===== src/rtl/ip_stack_pkg.sv =====
// Shared definitions for the IP stack ingress/egress stream blocks.
// Control-word layout helpers and receive packet-state encodings.
package ip_stack_pkg;

    localparam int AXIS_DATA_WIDTH = 128;
    localparam int AXIS_KEEP_WIDTH = AXIS_DATA_WIDTH / 8;

    // Control word is {valid, last, keep[KEEP_WIDTH-1:0]}
    localparam int CTRL_VALID_BIT = AXIS_KEEP_WIDTH + 1;
    localparam int CTRL_LAST_BIT  = AXIS_KEEP_WIDTH;

    typedef enum logic [7:0] {
        AXIS_RX_IDLE    = 8'h01,
        AXIS_RX_ACTIVE  = 8'h02,
        AXIS_RX_DISCARD = 8'h04
    } axis_rx_state_e;

    function automatic int ctrl_valid_bit(input int keep_width);
        return keep_width + 1;
    endfunction

    function automatic int ctrl_last_bit(input int keep_width);
        return keep_width;
    endfunction

endpackage


===== src/rtl/axis_skid_buffer.sv =====
// Two-entry skid buffer with a registered ready.
// Ready depends only on occupancy, so it never combinationally follows the sink.
module axis_skid_buffer #(
    parameter int WIDTH = 8
) (
    input  logic             clock,
    input  logic             reset,
    input  logic             in_valid_i,
    output logic             in_ready_o,
    input  logic [WIDTH-1:0] in_data_i,
    output logic             out_valid_o,
    input  logic             out_ready_i,
    output logic [WIDTH-1:0] out_data_o
);

    logic [WIDTH-1:0] mem_q [2];
    logic             wr_ptr_q;
    logic             rd_ptr_q;
    logic [1:0]       count_q;
    logic [1:0]       count_d;
    logic             ready_q;
    logic             push;
    logic             pop;

    assign push        = in_valid_i && ready_q;
    assign pop         = (count_q != 2'd0) && out_ready_i;
    assign in_ready_o  = ready_q;
    assign out_valid_o = (count_q != 2'd0);
    assign out_data_o  = mem_q[rd_ptr_q];

    // Occupancy after this cycle's push/pop
    always_comb begin
        count_d = count_q;
        unique case ({push, pop})
            2'b10:   count_d = count_q + 2'd1;
            2'b01:   count_d = count_q - 2'd1;
            default: count_d = count_q;
        endcase
    end

    // Storage, pointers and registered ready
    always_ff @(posedge clock) begin
        if (reset) begin
            for (int i = 0; i < 2; i++) begin
                mem_q[i] <= '0;
            end
            wr_ptr_q <= 1'b0;
            rd_ptr_q <= 1'b0;
            count_q  <= 2'd0;
            ready_q  <= 1'b0;
        end else begin
            if (push) begin
                mem_q[wr_ptr_q] <= in_data_i;
                wr_ptr_q        <= ~wr_ptr_q;
            end
            if (pop) begin
                rd_ptr_q <= ~rd_ptr_q;
            end
            count_q <= count_d;
            ready_q <= (count_d < 2'd2);
        end
    end

endmodule


===== src/rtl/axis_to_fifo.sv =====
// AXI-Stream receive side: filters null beats, bounds packet length
// and writes beats into the paired data/control FIFOs.
module axis_to_fifo
    import ip_stack_pkg::*;
#(
    parameter  int DATA_WIDTH = 128,
    parameter  int MAX_BEATS  = 64,
    localparam int KEEP_WIDTH = DATA_WIDTH / 8,
    localparam int CTRL_WIDTH = KEEP_WIDTH + 2
) (
    input  logic                  clock,
    input  logic                  reset,
    input  logic                  s_axis_tvalid,
    output logic                  s_axis_tready,
    input  logic [DATA_WIDTH-1:0] s_axis_tdata,
    input  logic                  s_axis_tlast,
    input  logic [KEEP_WIDTH-1:0] s_axis_tkeep,
    input  logic                  data_fifo_full,
    input  logic                  control_fifo_full,
    output logic                  fifo_write_enable,
    output logic [DATA_WIDTH-1:0] fifo_data_in,
    output logic [CTRL_WIDTH-1:0] fifo_control_in,
    output logic [15:0]           packet_count,
    output logic                  overrun
);

    localparam int IDX_W   = $clog2(MAX_BEATS);
    localparam int VLD_BIT = ctrl_valid_bit(KEEP_WIDTH);
    localparam int LST_BIT = ctrl_last_bit(KEEP_WIDTH);
    localparam int PAY_W   = CTRL_WIDTH + DATA_WIDTH;

    axis_rx_state_e   state_q;
    axis_rx_state_e   state_d;
    logic [IDX_W-1:0] idx_q;
    logic [IDX_W-1:0] idx_d;
    logic             overrun_q;
    logic             overrun_d;
    logic [15:0]      pkt_q;
    logic [15:0]      pkt_d;

    logic                  skid_ready;
    logic                  skid_valid;
    logic                  accept;
    logic                  null_beat;
    logic                  store_beat;
    logic                  at_limit;
    logic                  truncate;
    logic                  last_eff;
    logic                  sink_ready;
    logic [CTRL_WIDTH-1:0] ctrl_word;
    logic [PAY_W-1:0]      head;

    assign accept     = s_axis_tvalid && skid_ready;
    assign null_beat  = (s_axis_tkeep == '0) && !s_axis_tlast;
    assign store_beat = (state_q != AXIS_RX_DISCARD) && !null_beat;
    assign at_limit   = (state_q == AXIS_RX_ACTIVE)
                     && (idx_q == IDX_W'(MAX_BEATS - 1));
    assign truncate   = store_beat && at_limit && !s_axis_tlast;
    assign last_eff   = s_axis_tlast || truncate;
    assign sink_ready = !data_fifo_full && !control_fifo_full;

    // Control word for the incoming beat; last is forced on truncation
    always_comb begin
        ctrl_word                   = '0;
        ctrl_word[VLD_BIT]          = 1'b1;
        ctrl_word[LST_BIT]          = last_eff;
        ctrl_word[KEEP_WIDTH-1:0]   = s_axis_tkeep;
    end

    axis_skid_buffer #(
        .WIDTH (PAY_W)
    ) u_skid (
        .clock       (clock),
        .reset       (reset),
        .in_valid_i  (s_axis_tvalid && store_beat),
        .in_ready_o  (skid_ready),
        .in_data_i   ({ctrl_word, s_axis_tdata}),
        .out_valid_o (skid_valid),
        .out_ready_i (sink_ready),
        .out_data_o  (head)
    );

    assign fifo_write_enable = skid_valid && sink_ready;
    assign fifo_data_in      = head[DATA_WIDTH-1:0];
    assign fifo_control_in   = head[PAY_W-1 -: CTRL_WIDTH];
    assign s_axis_tready     = skid_ready;
    assign packet_count      = pkt_q;
    assign overrun           = overrun_q;

    // Packet state, beat index, overrun pulse and packet counter
    always_comb begin
        state_d   = state_q;
        idx_d     = idx_q;
        overrun_d = 1'b0;
        pkt_d     = pkt_q;
        if (fifo_write_enable && fifo_control_in[LST_BIT]) begin
            pkt_d = pkt_q + 16'd1;
        end
        if (accept) begin
            unique case (state_q)
                AXIS_RX_IDLE: begin
                    if (store_beat && !s_axis_tlast) begin
                        state_d = AXIS_RX_ACTIVE;
                        idx_d   = IDX_W'(1);
                    end
                end
                AXIS_RX_ACTIVE: begin
                    if (store_beat) begin
                        if (s_axis_tlast) begin
                            state_d = AXIS_RX_IDLE;
                            idx_d   = '0;
                        end else if (truncate) begin
                            state_d   = AXIS_RX_DISCARD;
                            idx_d     = '0;
                            overrun_d = 1'b1;
                        end else begin
                            idx_d = idx_q + IDX_W'(1);
                        end
                    end
                end
                AXIS_RX_DISCARD: begin
                    if (s_axis_tlast) begin
                        state_d = AXIS_RX_IDLE;
                    end
                end
                default: begin
                    state_d = AXIS_RX_IDLE;
                    idx_d   = '0;
                end
            endcase
        end
    end

    // State registers
    always_ff @(posedge clock) begin
        if (reset) begin
            state_q   <= AXIS_RX_IDLE;
            idx_q     <= '0;
            overrun_q <= 1'b0;
            pkt_q     <= 16'd0;
        end else begin
            state_q   <= state_d;
            idx_q     <= idx_d;
            overrun_q <= overrun_d;
            pkt_q     <= pkt_d;
        end
    end

endmodule


===== config.mk =====
export PLATFORM = sky130hd
export DESIGN_NAME = axis_to_fifo
export DESIGN_NICKNAME = d
export VERILOG_FILES = /design/src/rtl/ip_stack_pkg.sv /design/src/rtl/axis_skid_buffer.sv /design/src/rtl/axis_to_fifo.sv
export SDC_FILE = /design/constraint.sdc
export NUM_CORES = 1
export LEC_CHECK = 0
export CAP_MARGIN = 20
export CORE_MARGIN = 2
export CORE_UTILIZATION = 52
export CTS_BUF_LIST = sky130_fd_sc_hd__clkbuf_4
export CTS_CLUSTER_DIAMETER = 200
export DETAILED_ROUTE_END_ITERATION = 7
export PLACE_DENSITY_LB_ADDON = 0.05
export SETUP_SLACK_MARGIN = 0.1
export SYNTH_ARGS = -nofsm -noshare
export SYNTH_HDL_FRONTEND = slang
export SYNTH_SLANG_ARGS = --single-unit

===== constraint.sdc =====
create_clock -name clock -period 16.3 [get_ports clock]
set_input_delay 1.63 -clock clock [delete_from_list [all_inputs] [get_ports clock]]
set_output_delay 1.63 -clock clock [all_outputs]
set_load 0.005 [all_outputs]

======== After elaboration in Yosys (flattened, before gate mapping) ========
Memory sizes are Yosys's and may differ from the RTL's. A register that Yosys moved wholly into a read port is not among the register bits.
Index checks and enable logic that the tools add are counted.
operators by class
  bitwise gates (word level) .............. 6
  multiplexer cells ....................... 23
  $lt $le $gt $ge ......................... 1
  equal/unequal tests ..................... 11
  reduce and logical (&&, ||, !) cells .... 23
  $add $sub $neg .......................... 4
operators by type and width
  cell                     number
  $mux W146                1
  $reduce_or A146 Y1       1
  $mux W8                  5
  $mux W6                  4
  $pmux W8 S3              1
  $pmux W6 S3              1
  $add A16 B1 Y16 const B  1
  $logic_not A16 Y1        1
  $logic_and A1 B1 Y1      12
  $mux W1                  10
  $eq A8 B1 Y1 const B     1
  $eq A8 B2 Y1 const B     1
  $eq A8 B3 Y1 const B     1
  $ne A8 B3 Y1 const B     1
  $add A6 B1 Y6 const B    1
  $eq A6 B6 Y1 const B     1
  $ne A2 B2 Y1 const B     3
  $not A1 Y1               6
  $reduce_and A5 Y1        1
  $reduce_or A5 Y1         1
  $logic_not A1 Y1         4
  $pmux W2 S2              1
  $reduce_and A4 Y1        1
  $ne A3 B3 Y1 const B     1
  other kinds (7)          7
word-level totals
  memories ................................ 1
  RAM bits ................................ 292
  bits in registers ....................... 36
  input port bits ......................... 150
memory list
  memory        depth  bits a word  read ports  clocked after memory_dff  write ports  RTL line                RTL
  u_skid.mem_q  2      146          1           1                         2            axis_skid_buffer.sv:16  logic [WIDTH-1:0] mem_q [2];

======== Logic depth before layout (Yosys ltp) ========
Gate-level depths: netlist of run 1.
  word-level depth ........................ 11
  depth in mapped cells ................... 10
  mapped depth without buffers ............ 8

======== Cells and area by module ========
A second synthesis of run 1 with hierarchy kept.
unflattened totals
  cell total of the unflattened synthesis .. 1013
  area total of the unflattened synthesis .. 14400.1 µm²
modules (own cells, without submodules)
  module            times used  cells an instance  area each (µm²)  sequential area each (µm²)
  axis_skid_buffer  1           840                12929.9          8888.5
  axis_to_fifo      1           173                1470.2           520.5

======== Least setup slack after synthesis of run 1 ========
No wires, ideal clock.
  kind .................................... in2reg
  start point ............................. input port s_axis_tkeep[12]
  end point ............................... memory u_skid.mem_q[0][0] in the netlist's numbering (enable)
  arrival time ............................ 12.571 ns
  setup slack ............................. 2.880 ns
  cell stages on the path ................. 6
  cells stage by stage .................... nor3_1 -> and3_1 -> clkbuf_1 -> a211o_1 -> buf_4 -> o21ai_0
RTL lines
  what         RTL line                RTL
  from (decl)  axis_to_fifo.sv:17      input logic [KEEP_WIDTH-1:0] s_axis_tkeep,
  to (decl)    axis_skid_buffer.sv:16

==> out/metrics.cfg, run 1 <==
[grt]
grt_max_degree=78
first_global_vias=8904
overflow=0
antenna_found_initial=3
grt_usage_pct=21.3
grt_pass1_wl_um=46900

[cells_and_area]
finalInstanceArea_um2=18700
final_cell_mix=clkdlybuf4s50_1, and2_1, edfxtp_1
area_growth_pct=32.2
finish.utilization_pct=69.6
final_common_cell=clkdlybuf4s50_1
nets=1479
drive_above_1_share_pct=21.8

[power_and_ir_drop]
internal-power_mw=1.54
combPwrFrac_pct=14.4
p_sw_uw=441
power_density_nw_per_um2=106
swShare_pct=22.3
power_frac_seq_pct=49.6
vdd_ir_drop_max_mv=0.0593
power.leakage_nw=7.06
clockPowerShare_pct=36.0

[synth]
ys_warn_count=0
ys_ff_latch=324
synth_edf_count=290
yosysUniqueCellTypes=52
synthArstFlopShare_pct=0
syn_area_um2=14100
ys_top_cells_by_area=edfxtp_1, and2_1, mux2_2
ys.flop_type=edfxtp_1
synthesis.nets=1126
synth_top_area_share_pct=61.7
yosys.area.top_type=edfxtp_1
netlist_instances=973
ys_seq_area_share_pct=66.5
postSynthAreaPerCell_um2=14.5

[floorplan]
core_region_area_um2=26800
initial_core_util_pct=52.7
die_x_um=169
die_h_um=169
rows=60
dieArea_um2=28500
io_pins=315

[route]
vias=8879
routed_wirelength_um=30900
dr.first_iter.drc_count=497
drcViolationCount=0
first_pass_iters=5
drtAntennaViolNets=0
avgViaCountPerCell=5.13
routedWlPerCell_um=17.8

[sta]
slew_violations=0
max-slew-margin-rel_pct=25.7
hold_ws_ns=0.479
clock_skew_ns=0.0319
rsz0062_at_grt=false
final.min_clock_period_ns=5.40
tightest_slew_ns=1.11
fin_setup_tns_ns=0
final-setup-viol-count=0
finalCritPeriodShare_pct=33.1
fmax_mhz=185
finalHoldViolCount=0

[cts]
cts-root-buf=clkbuf_4
cts-resized-gates=0
cts_tree=yes
postCtsSetupBuffers=0
cts_num_sinks=324
clockBufferDepth=3
clk_pin_slew_ns=0.06
insertion_delay_ns=0.65
h-tree-depth=3
cts_inserted_buffers=83
holdBufCountCts=0

[setup_path]
worstSetupEndpoint=fifo_data_in[24]
path_delay_family=buffers and inverters
cp_slowest_cell=buf_4
rr_startpoint=state_q[1]
reg2regPathDepth=6
crit_required_ns=14.67
reg2reg_slack_ns=12.39
crit_buf_inv=3
path_max_fanout=72
end_kind=output port
crit_chain=buf_4, buf_4, mux2_2, clkdlybuf4s50_1
worstPathArrival_ns=3.77
worst_setup_path_start_kind=register
cpMostUsedCell=buf_4
r2r_end=u_skid.mem_q[0][62]
crit_type=reg2out
cp.depth=4
critPathMaxStageDelay_ns=0.82

[run]
maxCapViolCount=0

[placed_design]
detailed_place.area_um2=17500
gp_congestion=0.776
dp_hpwl_um=19300
port_buffers=314

[worst_hold_path]
min_path_type=reg2reg

[run_status]
status=complete, no violations

## registers in the layout, indices dropped and copies added (netlist names), named ones only
| register | flops |
|---|---|
| u_skid.mem_q | 292 |
| packet_count | 16 |
| idx_q | 6 |
| state_q | 3 |
| overrun | 1 |
| u_skid.count_q | 1 |
| u_skid.in_ready_o | 1 |
| u_skid.rd_ptr_q | 1 |
| u_skid.wr_ptr_q | 1 |
## how the worst min path moves through the flow
stage	startpoint	end	cells past startpoint
3_5_place_dp	u_skid.mem_q[1][145]	u_skid.mem_q[1][145]	1
6_report	idx_q[1]	idx_q[1]	2
3_3_place_gp	u_skid.mem_q[1][145]	u_skid.mem_q[1][145]	1
2_1_floorplan	u_skid.mem_q[1][145]	u_skid.mem_q[1][145]	1
5_1_grt	u_skid.mem_q[0][145]	u_skid.mem_q[0][145]	2
4_1_cts	u_skid.mem_q[1][145]	u_skid.mem_q[1][145]	1
## cells in the mapped netlist (2+ instances only)
master	n
and2_1	291
or4b_1	3
edfxtp_1	290
buf_2	10
xor2_1	11
xnor2_1	9
buf_6	3
mux2i_1	3
and3_1	7
or3_1	2
nand4_1	4
mux2_2	146
and4b_1	2
clkbuf_1	43
nor2_1	35
nor2b_1	3
or4_1	2
a21oi_1	10
o21ai_0	6
nor4_1	3
nor3_1	3
nand2_1	9
ha_1	3
and4_1	2
dfxtp_1	34
nand3_1	7
inv_1	6
o211ai_1	2
## routing by layer
layer | GRT usage, % | part of all wire (%)
met1 | 26.1 | 41
met2 | 35.5 | 50
met3 | 6.34 | 7.2
met4 | 8.55 | 2.5
met5 | 0 | 0
## power groups by stage
stage | clock [mW] | combinational [mW] | sequential [mW]
final | 0.712 | 0.286 | 0.983
after global routing | 0.779 | 0.306 | 0.988
after CTS | 0.735 | 0.291 | 0.983
after detailed placement | 0 | 0.289 | 1.00
after global placement | 0 | 0.287 | 0.997
after floorplan | 0 | 0.123 | 1.01
## stage by stage
stage               total power, mW  instances  worst slack (ns)
finish                         1.98       1732             10.90
global route                   2.07       1732             10.69
CTS                            2.01       1729             10.79
detailed placement             1.29       1582             10.40
global placement               1.28       1582             10.51
floorplan                      1.13        973              2.88
## kinds of logic (layout without fill, tap and decap cells)
| kind of cell | Yosys count | after routing | share of synthesized area (%) |
|---|---|---|---|
| AND/OR/NAND/NOR | 387 | 387 | 17.0 |
| flip-flops | 324 | 324 | 66.5 |
| multiplexers | 149 | 149 | 11.9 |
| buffers and inverters | 63 | 478 | 1.95 |
| AO/OA/AOI/OAI | 27 | 27 | 1.21 |
| XOR/XNOR | 20 | 20 | 1.24 |
| adder cells (fa/ha/maj) | 3 | 3 | 0.266 |
| other | 0 | 3 | 0 |
## worst register-to-register path, stage by stage (launching register included)
cell and delay, ns:
dfxtp_1 0.50, or3b_2 0.21, inv_1 0.06, a211o_1 0.38, o21ai_4 0.62, buf_4 0.70, buf_4 0.97
## layout make-up
cell class / instances / area [um2]
tap: 341 / 427
fill: 1965 / 8140
sequential: 324 / 9390
timing repair buffer: 325 / 3230
antenna: 3 / 7.51
clock inverter: 19 / 150
inverter: 6 / 22.5
clock buffer: 128 / 961
multi-input combinational: 586 / 4470
No activity file was read; power rests on OpenSTA's default activity.
==> run 2, diff against run 1 <==
==> constraint.sdc (replaced) <==
create_clock -name clock -period 5.4 [get_ports clock]
set_input_delay 0.54 -clock clock [delete_from_list [all_inputs] [get_ports clock]]
set_output_delay 0.54 -clock clock [all_outputs]
set_load 0.005 [all_outputs]
==> out/metrics.cfg, run 2 (synthesis gave the netlist of run 1 again) <==
[sta]
finalHoldViolCount=0  ; unchanged
clock_skew_ns=0.0387  ; +0.00680 ns
finalCritPeriodShare_pct=62.0
rsz0062_at_grt=false
final.min_clock_period_ns=3.35
tightest_slew_ns=0.964  ; -0.150 ns
slew_violations=0  ; unchanged
fmax_mhz=299
fin_setup_tns_ns=0  ; unchanged
worst_slack_ns=2.05  ; -8.85 ns
max-slew-margin-rel_pct=35.7  ; +10 points
final-setup-viol-count=0  ; unchanged

[setup_path]
path_delay_family=buffers and inverters
crit_chain=buf_4, mux2_2, clkdlybuf4s50_1
crit_buf_inv=2  ; -1
worst_setup_path_start_kind=register
critPathMaxStageDelay_ns=0.70  ; -0.12 ns
worstPathArrival_ns=2.81  ; -0.96 ns
cp_slowest_cell=buf_4
crit_type=reg2out
path_max_fanout=61  ; -15%
crit_required_ns=4.86  ; -9.81 ns
end_kind=output port

[floorplan]
dieArea_um2=28500  ; unchanged
io_pins=315  ; unchanged
rows=60  ; unchanged
die_x_um=169  ; unchanged
die_h_um=169  ; unchanged
initial_core_util_pct=52.7  ; unchanged
core_region_area_um2=26800  ; unchanged

[cells_and_area]
fill_cells=1936  ; -1.5%
multi_input_area_um2=4470  ; unchanged
stdcell_count=1731  ; -0.058%
nets=1480  ; +0.068%
largest_reg_flops=292  ; unchanged
top_register=u_skid.mem_q
finalInstanceArea_um2=18700  ; +0.17%
register_area_um2=9390  ; unchanged
final_cell_mix=clkdlybuf4s50_1, and2_1, edfxtp_1
final_common_cell=clkdlybuf4s50_1
drive_above_1_share_pct=22.4  ; +0.64 points
area_growth_pct=32.4

[route]
routed_wirelength_um=31000  ; +0.57%
avgViaCountPerCell=5.15  ; +0.43%
first_pass_iters=5  ; unchanged
drcViolationCount=0  ; unchanged
dr.first_iter.drc_count=478  ; -3.8%
drtAntennaViolNets=0  ; unchanged
vias=8912  ; +0.37%
routedWlPerCell_um=17.9  ; +0.63%

[cts]
h-tree-depth=3  ; unchanged
clk_pin_slew_ns=0.07  ; about the same
insertion_delay_ns=0.68  ; +0.03 ns
postCtsSetupBuffers=0  ; unchanged
cts_inserted_buffers=84  ; +1.2%
cts_tree=yes
cts_num_sinks=324  ; unchanged
cts-resized-gates=0  ; unchanged
holdBufCountCts=0  ; unchanged
clockBufferDepth=3  ; unchanged
cts-root-buf=clkbuf_4

[grt]
grt_max_degree=125  ; +60%
grt_pass1_wl_um=47500  ; +1.3%
first_global_vias=9156  ; +2.8%
overflow=0  ; unchanged
antenna_found_initial=8  ; +5
grt_usage_pct=21.6  ; +0.30 points

[power_and_ir_drop]
power_density_nw_per_um2=318  ; +200%
power.leakage_nw=7.07  ; +0.12%
vdd_ir_drop_max_mv=0.181  ; +210%

[run]
maxCapViolCount=0  ; unchanged

[placed_design]
gp_congestion=0.825  ; +6.3%
detailed_place.area_um2=17600  ; +0.17%
port_buffers=314  ; unchanged
dp_hpwl_um=19100  ; -1.3%
dp.cells=1581  ; -0.063%
dp_slack_ns=1.49  ; -8.91 ns

[run_status]
status=complete, no violations

[worst_hold_path]
min_path_type=reg2reg

==> run 2: final cells by class <==
| class | count | share of cell area, % |
|---|---|---|
| timing repair buffer | 325 | 17.6 |
| inverter | 6 | 0.120 |
| clock buffer | 134 | 5.38 |
| clock inverter | 9 | 0.388 |
| tap | 341 | 2.28 |
| sequential | 324 | 50.3 |
| multi-input combinational | 586 | 23.9 |
| antenna | 6 | 0.0803 |
==> run 2: path summary, 6_finish.rpt <==
kind                        startpoint                   end  slack (ns)  cells past startpoint
setup / recovery              register      fifo_data_in[43]        2.05                      3
hold / removal    u_skid.mem_q[1][145]  u_skid.mem_q[1][145]        0.46                      1
setup reg to reg            state_q[1]   u_skid.mem_q[1][51]        2.30                      7
hold reg to reg   u_skid.mem_q[1][145]  u_skid.mem_q[1][145]        0.46                      1
==> run 2: through the flow <==
stage	total power, mW	hold slack (ns)	utilization (%)
5_1_grt	6.20	0.478	69.7
3_5_place_dp	3.89	0.444	65.6
6_report	5.94	0.462	69.7
2_1_floorplan	3.38	0.425	-
3_3_place_gp	3.87	0.433	65.6
4_1_cts	6.02	0.456	69.6
==> run 2: power breakdown <==
group          internal [mW]  switching (mW)  total (mW)  leakage (nW)
sequential              2.92          0.0493        2.97          3.31
combinational          0.521           0.346       0.867          3.11
clock                   1.16           0.945        2.11         0.648
==> run 2: metal layers <==
layer  share of wire (%)  vias up  wire length [um]  track usage (%)
met5               0.087        -                27                0
met4                 2.5        4               781             9.03
met3                 7.4       53              2300             6.80
met2                  49      314             15300             35.9
met1                  41     4302             12600             26.2
li1                    -     4239                 -                -
==> run 3, diff against run 2 <==
==> constraint.sdc (replaced) <==
create_clock -name clock -period 3.2 [get_ports clock]
set_input_delay 0.32 -clock clock [delete_from_list [all_inputs] [get_ports clock]]
set_output_delay 0.32 -clock clock [all_outputs]
set_load 0.005 [all_outputs]
==> out/metrics.cfg, run 3 (synthesis gave the netlist of run 1 again) <==
[run_status]
status=complete, no violations

[sta]
finalHoldViolCount=0  ; unchanged
clock_skew_ns=0.0451  ; +0.00641 ns
slew_violations=0  ; unchanged
final.min_clock_period_ns=2.67
hold_ws_ns=0.308  ; -0.155 ns
worst_slack_ns=0.528  ; -1.53 ns
tightest_slew_ns=0.842  ; -0.122 ns
fin_setup_tns_ns=0  ; unchanged
final-setup-viol-count=0  ; unchanged
max-slew-margin-rel_pct=43.9  ; +8.1 points
finalCritPeriodShare_pct=83.5
rsz0062_at_grt=false
fmax_mhz=374

[floorplan]
rows=60  ; unchanged
core_region_area_um2=26800  ; unchanged
initial_core_util_pct=52.7  ; unchanged
die_x_um=169  ; unchanged
die_h_um=169  ; unchanged
dieArea_um2=28500  ; unchanged
io_pins=315  ; unchanged

[run]
maxCapViolCount=0  ; unchanged

[grt]
grt_max_degree=88  ; -30%
grt_pass1_wl_um=48000  ; +1.1%
first_global_vias=9195  ; +0.43%
antenna_found_initial=4  ; -4
overflow=0  ; unchanged
grt_usage_pct=21.7  ; +0.13 points

[setup_path]
crit_chain=buf_12, mux2_2, clkdlybuf4s50_1
rr_startpoint=state_q[0]
cp_slowest_cell=clkdlybuf4s50_1
critPathMaxStageDelay_ns=0.50  ; -0.20 ns
crit_required_ns=2.88  ; -1.98 ns
path_max_fanout=75  ; +23%
worst_setup_path_start_kind=register
end_kind=output port
worstPathArrival_ns=2.35  ; -0.46 ns
crit_type=reg2out

[worst_hold_path]
min_path_type=in2reg
hp-start=s_axis_tdata[99]

[cells_and_area]
largest_reg_flops=292  ; unchanged
final_cell_mix=clkdlybuf4s50_1, and2_1, edfxtp_1
top_register=u_skid.mem_q
area_growth_pct=33.0
final_common_cell=clkdlybuf4s50_1
fill_cells=1993  ; +2.9%
drive_above_1_share_pct=22.6  ; +0.17 points
finalInstanceArea_um2=18800  ; +0.46%
nets=1488  ; +0.54%

[cts]
h-tree-depth=3  ; unchanged
cts-root-buf=clkbuf_4
clk_pin_slew_ns=0.07  ; about the same
cts-resized-gates=0  ; unchanged
clockBufferDepth=3  ; unchanged
cts_num_sinks=324  ; unchanged
insertion_delay_ns=0.69  ; about the same
cts_tree=yes
postCtsSetupBuffers=0  ; unchanged
holdBufCountCts=0  ; unchanged
cts_inserted_buffers=83  ; -1.2%

[route]
avgViaCountPerCell=5.18  ; +0.63%
wl_met1_um=12600  ; -0.44%
routed-wl-met2_um=15500  ; +1.6%
top_layer_used=met5
routed_wirelength_um=31200  ; +0.49%
drcViolationCount=0  ; unchanged
routedWlPerCell_um=18.0  ; +0.43%
drtAntennaViolNets=0  ; unchanged
dr.first_iter.drc_count=588  ; +23%
wl_met3_um=2460  ; +7.2%
first_pass_iters=4  ; -1
vias=8973  ; +0.68%

[power_and_ir_drop]
internal-power_mw=7.77  ; +69%
combPwrFrac_pct=14.8  ; +0.2 points
clockPowerShare_pct=35.4  ; about the same
p_sw_mw=2.26  ; +69%
power_frac_seq_pct=49.8  ; about the same
vdd_ir_drop_max_mv=0.298  ; +65%
power_density_nw_per_um2=534  ; +68%
power.leakage_nw=7.12  ; +0.67%
swShare_pct=22.6  ; about the same

[placed_design]
gp_congestion=0.796  ; -3.4%
dp_slack_ns=0.249  ; -1.25 ns
port_buffers=314  ; unchanged
detailed_place.area_um2=17700  ; +0.81%
dp_hpwl_um=19200  ; +0.45%

## run 3: changes by cell type in the layout (fill, tap and decap cells not counted)
| cell | before | now |
|---|---|---|
| clkbuf_4 | 134 | 127 |
| buf_12 | 3 | 8 |
| buf_4 | 7 | 12 |
| clkinvlp_4 | 2 | 0 |
| diode_2 | 6 | 4 |
| buf_16 | 1 | 0 |
| bufinv_16 | 1 | 2 |
| clkinv_1 | 3 | 4 |
| inv_6 | 0 | 1 |
| nor3_1 | 3 | 2 |
| nor3_2 | 1 | 2 |
## run 3: final timing paths
check	to	slack (ns)	depth (start not counted)
min reg2reg	u_skid.mem_q[1][145]	0.47	1
min	u_skid.mem_q[0][99]	0.31	2
max reg2reg	u_skid.mem_q[0][114]	0.67	6
max	fifo_control_in[8]	0.53	3
## run 3: metrics by stage
step           util [%]  power (mW)  std cells
2_1_floorplan         -        5.70        973
3_3_place_gp       66.1        6.56       1591
3_5_place_dp       66.1        6.59       1591
4_1_cts            70.0        10.2       1728
5_1_grt            70.1        10.5       1731
6_report           70.1        10.0       1732
## run 3: area by class of cell
cell class	count	area, um2	area share [%]
Antenna cell	4	10.0	0.0533
Clock buffer	127	953	5.08
Clock inverter	10	100	0.533
Inverter	6	22.5	0.120
Multi-Input combinational cell	586	4480	23.8
Sequential cell	324	9390	50.0
Tap cell	341	427	2.27
Timing Repair Buffer	334	3390	18.1
## run 3: power groups by stage
stage	Sequential, mW	Combinational [mW]	Clock [mW]
6_report	5.00	1.49	3.55
5_1_grt	5.02	1.59	3.87
4_1_cts	5.00	1.51	3.65
3_5_place_dp	5.09	1.50	0
3_3_place_gp	5.07	1.49	0
2_1_floorplan	5.07	0.632	0
## run 3: worst max-delay path, delay by kind of cell, from the launching register on
family                 cells  cell delay (ns)
multiplexers               1             0.39
buffers and inverters      2             0.87
flip-flops                 1             0.38
## run 3: routing by layer
metal	up-vias	global-route usage (%)
met3	48	7.04
li1	4240	-
met5	-	0
met1	4376	26.5
met4	2	7.83
met2	307	36.3
